===== config.mk =====
export PLATFORM = sky130hd
export DESIGN_NAME = cmd_control_param
export DESIGN_NICKNAME = d
export VERILOG_FILES = /design/src/rtl/cmd_control_param.sv
export SDC_FILE = /design/constraint.sdc
export NUM_CORES = 1
export LEC_CHECK = 0
export CAP_MARGIN = 10
export CORE_AREA = 2 2 150 152
export DETAILED_ROUTE_END_ITERATION = 10
export DIE_AREA = 0 0 152 154
export GPL_ROUTABILITY_DRIVEN = 1
export PLACE_DENSITY = 0.84
export SLEW_MARGIN = 20
export SYNTH_ARGS = -nofsm -noshare
export SYNTH_HDL_FRONTEND = slang
export SYNTH_SLANG_ARGS = --single-unit

===== constraint.sdc =====
create_clock -name clock -period 2.35 [get_ports clock]
set_input_delay 0.47 -clock clock [delete_from_list [all_inputs] [get_ports clock]]
set_output_delay 0.47 -clock clock [all_outputs]
set_load 0.03 [all_outputs]

===== src/rtl/cmd_control_param.sv =====
// SD host CMD controller: frames a command, handshakes with the CMD PHY, captures and checks the response.
// Optional CRC7 response check is enabled by defining CMD_CRC_CHECK_EN (adds the crc_error port).
module cmd_control_param #(
  parameter int ARG_W  = 32,
  parameter int IDX_W  = 6,
  parameter int RESP_W = 128,
  parameter int RX_W   = 136,
  parameter int TO_W   = 16
) (
  input  logic                     clock,
  input  logic                     reset,
  input  logic                     new_command,
  input  logic [ARG_W-1:0]         cmd_argument,
  input  logic [IDX_W-1:0]         cmd_index,
  input  logic [1:0]               resp_type,
  input  logic                     timeout_enable,
  input  logic [TO_W-1:0]          timeout_limit,
  input  logic                     serial_ready,
  input  logic                     ack_in,
  input  logic                     strobe_in,
  input  logic [RX_W-1:0]          cmd_in,
  input  logic                     busy_in,
  output logic [RESP_W-1:0]        response,
  output logic                     command_complete,
  output logic                     command_index_error,
  output logic                     timeout_error,
  output logic                     strobe_out,
  output logic                     ack_out,
  output logic                     idle_out,
  output logic [2+IDX_W+ARG_W-1:0] cmd_out
`ifdef CMD_CRC_CHECK_EN
  ,
  output logic                     crc_error
`endif
);

  localparam int FRAME_W = 2 + IDX_W + ARG_W;

  typedef enum logic [2:0] {IDLE, SETUP, SEND, WAIT_RESP, WAIT_BUSY, ACK, DONE} state_t;

  state_t              state, state_next;
  logic [IDX_W-1:0]    idx_q, idx_next;
  logic [ARG_W-1:0]    arg_q, arg_next;
  logic [1:0]          mode_q, mode_next;
  logic [TO_W-1:0]     counter, counter_next;
  logic [RESP_W-1:0]   response_next;
  logic                idx_err_next, timeout_next, strobe_next;
  logic                ack_next, complete_next, idle_next;
  logic [FRAME_W-1:0]  cmd_out_next;
  logic                short_mode, timed_out, count_en;
  logic                unused_rx;

  // Bits above the long-response field are never delivered to the registers.
  assign unused_rx  = ^cmd_in[RX_W-1:RESP_W];
  assign short_mode = mode_q[0];
  assign timed_out  = timeout_enable && (counter == timeout_limit);
  assign count_en   = timeout_enable && (counter != {TO_W{1'b1}});

`ifdef CMD_CRC_CHECK_EN
  logic crc_next;

  function automatic logic [6:0] crc7(input logic [39:0] data);
    logic [6:0] crc;
    logic       fb;
    crc = 7'd0;
    for (int i = 39; i >= 0; i--) begin
      fb  = data[i] ^ crc[6];
      crc = {crc[5:0], 1'b0};
      if (fb) crc = crc ^ 7'h09;
    end
    return crc;
  endfunction
`endif

  always_comb begin
    state_next    = state;
    idx_next      = idx_q;
    arg_next      = arg_q;
    mode_next     = mode_q;
    counter_next  = counter;
    response_next = response;
    idx_err_next  = command_index_error;
    timeout_next  = timeout_error;
    cmd_out_next  = cmd_out;
    strobe_next   = 1'b0;
`ifdef CMD_CRC_CHECK_EN
    crc_next      = crc_error;
`endif
    case (state)
      IDLE: begin
        if (new_command) begin
          idx_next     = cmd_index;
          arg_next     = cmd_argument;
          mode_next    = resp_type;
          idx_err_next = 1'b0;
          timeout_next = 1'b0;
`ifdef CMD_CRC_CHECK_EN
          crc_next     = 1'b0;
`endif
          state_next   = SETUP;
        end
      end
      SETUP: begin
        cmd_out_next = {1'b0, 1'b1, idx_q, arg_q};
        state_next   = SEND;
      end
      SEND: begin
        if (serial_ready) begin
          strobe_next = 1'b1;
          state_next  = (mode_q == 2'b00) ? ACK : WAIT_RESP;
        end
      end
      WAIT_RESP: begin
        if (count_en) counter_next = counter + TO_W'(1);
        // A response arriving on the timeout cycle takes priority over the timeout.
        if (strobe_in) begin
          response_next = short_mode ? RESP_W'(cmd_in[39:8]) : cmd_in[RESP_W-1:0];
          idx_err_next  = short_mode && (cmd_in[40 +: IDX_W] != idx_q);
`ifdef CMD_CRC_CHECK_EN
          crc_next      = short_mode && (crc7(cmd_in[47:8]) != cmd_in[7:1]);
`endif
          state_next    = (mode_q == 2'b11) ? WAIT_BUSY : ACK;
        end else if (timed_out) begin
          timeout_next = 1'b1;
          state_next   = ACK;
        end
      end
      WAIT_BUSY: begin
        if (count_en) counter_next = counter + TO_W'(1);
        if (!busy_in) begin
          state_next = ACK;
        end else if (timed_out) begin
          timeout_next = 1'b1;
          state_next   = ACK;
        end
      end
      ACK: begin
        if (ack_in) state_next = DONE;
      end
      DONE: begin
        counter_next = '0;
        state_next   = IDLE;
      end
      default: state_next = IDLE;
    endcase
    ack_next      = (state_next == ACK);
    complete_next = (state_next == DONE);
    idle_next     = (state_next == IDLE);
  end

  always_ff @(posedge clock) begin
    if (reset) begin
      state               <= IDLE;
      idx_q               <= '0;
      arg_q               <= '0;
      mode_q              <= 2'b00;
      counter             <= '0;
      response            <= '0;
      command_index_error <= 1'b0;
      timeout_error       <= 1'b0;
      cmd_out             <= '0;
      strobe_out          <= 1'b0;
      ack_out             <= 1'b0;
      command_complete    <= 1'b0;
      idle_out            <= 1'b1;
`ifdef CMD_CRC_CHECK_EN
      crc_error           <= 1'b0;
`endif
    end else begin
      state               <= state_next;
      idx_q               <= idx_next;
      arg_q               <= arg_next;
      mode_q              <= mode_next;
      counter             <= counter_next;
      response            <= response_next;
      command_index_error <= idx_err_next;
      timeout_error       <= timeout_next;
      cmd_out             <= cmd_out_next;
      strobe_out          <= strobe_next;
      ack_out             <= ack_next;
      command_complete    <= complete_next;
      idle_out            <= idle_next;
`ifdef CMD_CRC_CHECK_EN
      crc_error           <= crc_next;
`endif
    end
  end

endmodule


# Yosys cells after proc, flatten, opt, wreduce, memory -nomap -nowiden
# Cells that the tools add are included.
dict set report op_classes {
  n_mux 20
  reduce_logical 16
  add_sub_neg 1
  bitwise 1
  eq_ne 17
}
# operator count
set op_table {}
lappend op_table {{$mux W128} 1}
lappend op_table {{$pmux W16 S2} 1}
lappend op_table {{$mux W3} 7}
lappend op_table {{$pmux W3 S6} 1}
lappend op_table {{$add A16 B1 Y16 const B} 1}
lappend op_table {{$eq A16 B16 Y1} 1}
lappend op_table {{$mux W16} 1}
lappend op_table {{$ne A16 B16 Y1 const B} 1}
lappend op_table {{$eq A3 B3 Y1 const B} 5}
lappend op_table {{$ne A2 B2 Y1 const B} 4}
lappend op_table {{$mux W1} 7}
lappend op_table {{$eq A3 B2 Y1 const B} 2}
lappend op_table {{$logic_not A3 Y1} 2}
lappend op_table {{$ne A6 B6 Y1} 1}
lappend op_table {{$reduce_and A2 Y1} 3}
lappend op_table {{$reduce_and A4 Y1} 1}
lappend op_table {{$reduce_bool A2 Y1} 2}
lappend op_table {{$reduce_or A2 Y1} 2}
lappend op_table {{$eq A3 B1 Y1 const B} 1}
lappend op_table {{$logic_and A1 B1 Y1} 3}
lappend op_table {{$pmux W1 S3} 1}
lappend op_table {{$reduce_and A3 Y1} 1}
lappend op_table {{$reduce_bool A3 Y1} 1}
lappend op_table {{$eq A2 B2 Y1 const B} 1}
lappend op_table {{other kinds (4)} 4}
dict set report totals {
  out_inout_bits 174
  ff_bits 232
}

# Depth between registers and ports, before layout
# Gate-level depths: netlist (run 1).
dict set report depth {
  word_depth 6
  ltp_mapped 8
  mapped_depth_nobuf 6
}

# Least setup slack after synthesis (run 1)
# OpenSTA, ideal clock, no wires.
dict set report synth_path {
  path_type {input to register}
  startpoint {input timeout_limit[3]}
  endpoint {register idle_out}
  t_required_ns 2.234
  setup_slack_ns 0.442
  setup_ns 0.116
  cell_stages 6
  t_arrival_ns 1.792
  path_cell_list {or2b_1 o2111ai_1 or4_4 o31a_1 or2_1 o211a_1}
}
dict set report synth_between {
  elab_chain_len 6
  elab_cells_between_ends 7
}
# element line_no
set synth_lines {}
lappend synth_lines {{start: declaration} 17} ;# input logic [TO_W-1:0] timeout_limit,
lappend synth_lines {{$eq A16 B16 Y1 (*)} 56} ;# assign timed_out = timeout_enable && (counter == timeout_limit);
lappend synth_lines {{$logic_and A1 B1 Y1 (*)} 56}
lappend synth_lines {{$mux W3 (*)} {123, 132}}
lappend synth_lines {{$mux W3 (on tied branches)} {130, 116}}
lappend synth_lines {{$pmux W3 S6 (*)} 89} ;# case (state)
lappend synth_lines {{$logic_not A3 Y1 (*)} 148} ;# idle_next = (state_next == IDLE);
lappend synth_lines {{end signal: assignment} 182} ;# idle_out <= idle_next;
lappend synth_lines {{end: declaration} 29} ;# output logic idle_out,
# Mark *: on every way between the ends. The rest lies on a longest branch, timed or not.
# A chain may end at the register's enable or synchronous reset.

# Final worst setup path (run 1)
dict set report layout_path {
  startpoint {register state[0]}
  endpoint {register counter[5]}
}
dict set report layout_between {
  elab_chain_len 4
  elab_cells_between_ends 8
}
# element line_no
set layout_lines {}
lappend layout_lines {{start: declaration} 41} ;# state_t state, state_next;
lappend layout_lines {{start signal: assignment} 170} ;# state <= state_next;
lappend layout_lines {{$eq A3 B3 Y1 / $eq A3 B2 Y1 (equally long branches)} 89}
lappend layout_lines {{$reduce_or A2 Y1 (no source line)} -}
lappend layout_lines {{$ne A2 B1 Y1 (no source line) / $reduce_bool A2 Y1 (equally long branches)} -}
lappend layout_lines {{$reduce_and A2 Y1 (no source line)} -}
lappend layout_lines {{end signal: assignment} 174} ;# counter <= counter_next;
lappend layout_lines {{end: declaration} 45} ;# logic [TO_W-1:0] counter, counter_next;
# Parallel ways exist; a longest one is shown, timed or not.

==> metrics, run 1 <==
dominant synthesized flop cell sky130_fd_sc_hd__dfxtp_1; initial antenna violation count 0; most frequent cell after synthesis sky130_fd_sc_hd__nand2_1; Post-Syn Area ~9000 sq um; Internal 6870 uW; power density over the cells between 600 and 700 nW/um^2; unrepaired setup endpoints after global routing no; dpl cell area 13100 sq um; routed vias a little under 9000; number of enable-type register cells in the synthesized netlist 0; horizontal die dimension approximately 150 um; Yosys warnings 0; post-placement cell count between 1500 and 2000; number of port buffers 364; number of standard-cell rows in the floorplan 54; maximum level of the CTS H-tree 1; final weighted congestion of routability-driven global placement just under 0.9; leading post-synthesis cells by cell area sky130_fd_sc_hd__dfxtp_1 (50%), sky130_fd_sc_hd__nand2_1 (10%), sky130_fd_sc_hd__a21oi_1 (9.7%); final hold vios 0; final routed wire length divided by cell count 17.0 um; post-CTS setup buffers 0; Rel. slew slack approximately three fifths; final worst-path cycle share 90.5%; synthesized area per cell about 8.5 sq um; hold buffer count at CTS 0; total net switching power roughly 2300 uW; IO Count approximately 370; Crit. End Element flop; adder-cell share of the synthesized area less than 1%; hpwl dp 20.1 mm; critical path type reg -> reg; filler-free cell count of the finished design between 1500 and 2000; Die ar. 23400 sq um; TritonCTS clock tree done; multiplexer share of the synthesized area ~4.0%; commonest cells in the netlist sky130_fd_sc_hd__nand2_1 (258), sky130_fd_sc_hd__dfxtp_1 (232), sky130_fd_sc_hd__a21oi_1 (179); async set-reset flop share out of synthesis 0%; # clock sinks between 200 and 250; Post-Route Skew 13.1 ps; post-route design area approximately 14000 sq um; clk_lat worst skew between 500 and 600 ps; clock network fraction of total power about two fifths; clk slew on worst S/H paths roughly 60 ps; Placeable Area around 22000 sq um; critical path startpoint category flop; Synth Area in Compound Gates 14.4%; net count of the finished layout 1611; parity-gate share of the synthesized area counting xor and xnor cells about 3.2%; hold slack 349 ps; largest net degree at the start of global routing 106; fraction of the yosys area taken by sequential cells between 50% and 60%; Synth cell types 53; Resize count post-CTS 0; Final Setup Violations 0; classification of the worst-slack hold path in -> reg; largest driver fanout on the critical path 10; area fraction in and, or, nand and nor cells after synthesis between 20% and 30%; CTS root buffer sky130_fd_sc_hd__clkbuf_16; TritonCTS Buffers 25; gate count of the mapped netlist approximately 1100; minimum clock period after layout around 2100 ps; final slew viol count 0; Die Y-Extent ~150 um; maximum buffer depth of the clock tree 3; critical path data arrival time 2520 ps; cell-by-cell listing of the critical path and3b_1 > o21ai_1 > a211oi_2 > nand3_1 > xor2_1 > nor2_1; initial cell density of the core ~43%; share of total power consumed by net switching 25.0%; antenna cell count 0; Worst Max-Slew Pin Slew approximately 610 ps; share of the synthesized area in the top cell type roughly half; leakage component of the power ~0.0046 uW; TNS Setup 0 ps; First DRT Iteration DRCs 503; global route overflow 0; Power, Total slightly above 9000 uW; slowest stage cell, crit path sky130_fd_sc_hd__dfxtp_1; fraction of layout instances using a drive strength above 1 4.83%; cell taking the most area after synthesis sky130_fd_sc_hd__dfxtp_1; number of global-route vias before repair approximately 8700; Max IR drop VDD slightly above 0.6 mV; highest attainable clock frequency 470 MHz; required time at the endpoint of the critical path about 2700 ps; total global-route track usage around a quarter; synth-to-layout area growth 50.4%; combinational family with the most area after synthesis simple AND/OR/NAND/NOR gates; number of nets produced by synthesis about 1300; Remaining DRCs 0; antenna viol nets, final 0; Max-Cap Viols 0; slowest stage delay, CP approximately 550 ps; global-route wire length before repair 45.6 mm; Post-Route WL 29.1 mm; relative contribution of sequential cells to total power ~45%; vias per inst between 5 and 6; combinational fraction of design power 14.0%; number of iterations in the first detailed-routing pass 5; Seq cells post-synth 232; run status complete, no violations
==> flip-flops by register name, indices dropped and copies added (netlist names) <==
signal	flops
timeout_error	1
idx_q	6
ack_out	1
command_complete	1
strobe_out	1
mode_q	2
command_index_error	1
response	128
idle_out	1
counter	16
state	3
cmd_out	39
arg_q	32
==> cells in the final DEF (no fill, tap or decap), types with 3 or more instances in the layout <==
| cell | n |
|---|---|
| sky130_fd_sc_hd__mux2i_1 | 36 |
| sky130_fd_sc_hd__a21oi_1 | 179 |
| sky130_fd_sc_hd__nand2_1 | 257 |
| sky130_fd_sc_hd__buf_4 | 10 |
| sky130_fd_sc_hd__nor3b_1 | 3 |
| sky130_fd_sc_hd__nor2_1 | 58 |
| sky130_fd_sc_hd__buf_12 | 7 |
| sky130_fd_sc_hd__nand4_1 | 9 |
| sky130_fd_sc_hd__clkbuf_16 | 25 |
| sky130_fd_sc_hd__clkinv_2 | 5 |
| sky130_fd_sc_hd__and3_1 | 3 |
| sky130_fd_sc_hd__xnor2_1 | 17 |
| sky130_fd_sc_hd__nand3_1 | 13 |
| sky130_fd_sc_hd__nand2b_1 | 3 |
| sky130_fd_sc_hd__xor2_1 | 14 |
| sky130_fd_sc_hd__clkdlybuf4s50_1 | 363 |
| sky130_fd_sc_hd__clkbuf_1 | 9 |
| sky130_fd_sc_hd__a211oi_1 | 32 |
| sky130_fd_sc_hd__clkbuf_8 | 3 |
| sky130_fd_sc_hd__inv_1 | 10 |
| sky130_fd_sc_hd__nand3b_1 | 96 |
| sky130_fd_sc_hd__o21ai_0 | 3 |
| sky130_fd_sc_hd__dfxtp_1 | 231 |
==> cell families after synthesis <==
logic type,Yosys count
compound gates,233
mux,37
flops,232
simple gates,456
fa+ha+maj,1
other cells,1
xor+xnor,32
buf+inv,99
==> area by class of cell <==
class / instances / area (sq um)
fill: 1758 / 7770
sequential: 232 / 4650
multi-input combinational: 760 / 4240
timing repair buffer: 381 / 3860
clock buffer: 37 / 701
tap: 280 / 350
clock inverter: 9 / 78.8
inverter: 10 / 37.5
==> power by group through the flow <==
stage               clock [uW]  combinational (uW)  sequential (uW)
finish                    3740                1280             4140
global route              3980                1380             4160
CTS                       3830                1290             4140
detailed placement           0                1280             4230
global placement             0                1260             4220
floorplan                    0                 550             4320
==> routing by layer <==
metal,share of wire [%],wire length [um],GRT usage (%),vias to the layer above
met5,0,0,0,-
met4,4.0,1170,9.75,0
met3,7.8,2290,6.57,76
met2,49,14300,40.8,345
met1,39,11400,27.8,4130
li1,-,-,-,4343
==> critical path, delay by kind of cell, from the launching register on <==
kind	cells	cell delay, ps
XOR/XNOR	1	190
flip-flops	1	550
AO/OA/AOI/OAI	2	700
AND/OR/NAND/NOR	3	560
==> through the flow <==
stage | setup slack [ps] | utilization (%)
2_1_floorplan | 442 | -
6_report | 224 | 64.2
5_1_grt | 20.7 | 64.2
3_3_place_gp | -152 | 60.5
4_1_cts | 235 | 64.1
3_5_place_dp | -179 | 60.5
==> final timing paths <==
kind | slack, ps | startpoint | cells after the start | to
max reg2reg | 220 | state[0] | 6 | counter[5]
min reg2reg | 450 | response[65] | 2 | response[65]
min | 350 | reset | 2 | response[54]
max | 220 | state[0] | 6 | counter[5]
(Power assumes the default switching activity.)
==> run 2: changes to the inputs <==
GPL_ROUTABILITY_DRIVEN = 0   (was 1)
==> results of run 2 <==
Final layout, timing and power as in run 1 (identical DEF).
==> run 3: changes to the inputs <==
--- a/config.mk
+++ b/config.mk
@@ -7,9 +7,11 @@
 export LEC_CHECK = 0
 export CAP_MARGIN = 10
-export CORE_AREA = 2 2 150 152
+export CORE_AREA = 2 2 147 149
+export CTS_BUF_LIST = sky130_fd_sc_hd__clkbuf_8
 export DETAILED_ROUTE_END_ITERATION = 10
-export DIE_AREA = 0 0 152 154
+export DIE_AREA = 0 0 149 151
 export GPL_ROUTABILITY_DRIVEN = 0
-export PLACE_DENSITY = 0.84
+export PLACE_DENSITY = 0.87
+export REMOVE_ABC_BUFFERS = 1
 export SLEW_MARGIN = 20
 export SYNTH_ARGS = -nofsm -noshare
==> constraint.sdc (replaced) <==
create_clock -name clock -period 2.35 [get_ports clock]
set_input_delay 0.47 -clock clock [delete_from_list [all_inputs] [get_ports clock]]
set_output_delay 0.47 -clock clock [all_outputs]
set_load 0.05 [all_outputs]
==> metrics, run 3 (synthesis gave the netlist of run 1 again) <==
TNS Setup 0 ps; First DRT Iteration DRCs between 400 and 500; total global-route track usage between 20% and 30%; met3 wire length ~2.4 mm; Max-Cap Viols 0; Post-Route WL 29.4 mm; synth-to-layout area growth 52.2%; maximum level of the CTS H-tree 2; Crit. End Element output pin; commonest cells after routing, fill and taps aside sky130_fd_sc_hd__clkdlybuf4s50_1 (362), sky130_fd_sc_hd__nand2_1 (257), sky130_fd_sc_hd__dfxtp_1 (231); critical path data arrival time roughly 1800 ps; crit path from response[30]; maximum buffer depth of the clock tree 3; highest attainable clock frequency around 450 MHz; Biggest register response; TritonCTS Buffers 40; Setup WS post-layout roughly 130 ps; slowest stage cell, crit path sky130_fd_sc_hd__clkdlybuf4s50_1; global-route wire length before repair 44.5 mm; final slew viol count 0; net count of the finished layout 1638; Final Setup Violations 0; critical path type reg -> out; Resize count post-CTS 0; slowest stage delay, CP 900 ps; Rel. slew slack between 50 and 60%; hold slack 365 ps; hold buffer count at CTS 0; number of buffers and inverters on the critical path 1; fraction of layout instances using a drive strength above 1 about 7.4%; top flop regs response x128, cmd_out x39, arg_q x32; filler-free cell count of the finished design 1742; antenna viol nets, final 0; hpwl dp 20.4 mm; post-placement cell count 1670; flip-flop count of the largest register, all copies and words added ~130; Remaining DRCs 0; final hold vios 0; minimum clock period after layout 2220 ps; number of cells on the worst reg-to-reg path 6; Die Y-Extent between 150 and 200 um; leakage component of the power ~0.0048 uW; # clock sinks 232; core occupancy in the finished layout between 60% and 70%; stages on the worst setup path 1; largest net degree at the start of global routing approximately 130; CTS root buffer sky130_fd_sc_hd__clkbuf_8; uppermost routed layer met4; unrepaired setup endpoints after global routing no; global route overflow 0; Cells on Worst Hold Path 2; initial antenna violation count 0; capturing point of the worst reg2reg path idle_out; Critical path destination response[30]; number of standard-cell rows in the floorplan between 50 and 60; FF-to-FF setup slack just under 300 ps; TritonCTS clock tree done; number of global-route vias before repair between 8000 and 9000; delay-heaviest family, CP buffers and inverters; horizontal die dimension around 150 um; post-CTS setup buffers 0; routed metal-1 wirelength roughly 11 mm; routed wl met2 approximately 14 mm; clk slew on worst S/H paths around 60 ps; vias per inst 5.25; power density over the cells between 600 and 700 nW/um^2; clk_lat worst skew roughly 530 ps; Critical R2R Launch counter[2]; number of iterations in the first detailed-routing pass 7; largest driver fanout on the critical path 2; Die ar. 22500 sq um; most common cell after layout, fill and taps aside sky130_fd_sc_hd__clkdlybuf4s50_1; worst slack at placement -162 ps; antenna cell count 0; run status complete, no violations; IO Count around 370; final worst-path cycle share between 90% and 100%; Placeable Area between 20000 and 25000 sq um; final routed wire length divided by cell count ~17 um; critical path startpoint category flop; routed vias slightly above 9000; Max IR drop VDD 0.427 mV; number of port buffers approximately 360; Post-Route Skew roughly 15 ps; classification of the worst-slack hold path in -> reg; cell-by-cell listing of the critical path clkdlybuf4s50_1; required time at the endpoint of the critical path between 1500 and 2000 ps; Worst Max-Slew Pin Slew about 670 ps; initial cell density of the core 44.4%
[run 3: layout make-up]
type	instances	area, sq um
Tap cell	275	344
Multi-Input combinational cell	760	4230
Clock buffer	53	729
Clock inverter	19	111
Fill cell	1677	6750
Inverter	10	37.5
Sequential cell	232	4650
Timing Repair Buffer	393	3970
[run 3: power by group]
part | total, uW | leakage, uW | internal [uW] | switching (uW)
clock network | 3760 | 0.000480 | 2130 | 1630
logic | 1410 | 0.00246 | 653 | 758
registers | 4130 | 0.00188 | 4060 | 69.2
total | 9310 | 0.00481 | 6850 | 2460
[run 3: metrics by stage]
stage | cell area (sq um) | power [uW]
after floorplan | 8890 | 4890
after global placement | 13200 | 5600
after detailed placement | 13200 | 5620
after CTS | 14100 | 9390
after global routing | 14100 | 9680
final | 14100 | 9310
[run 3: metal layers]
layer,track usage [%],up-vias
met1,27.7,4317
met5,0,-
li1,-,4388
met2,42.7,362
met4,11.3,0
met3,7.50,83
[run 3: how the worst min path moves through the flow]
stage                         end          from  slack, ps
floorplan              cmd_out[0]      arg_q[0]        430
global placement      cmd_out[24]     arg_q[24]        440
detailed placement   response[33]  response[33]        440
CTS                 response[113]         reset        360
global route         response[62]         reset        380
finish               response[67]         reset        360
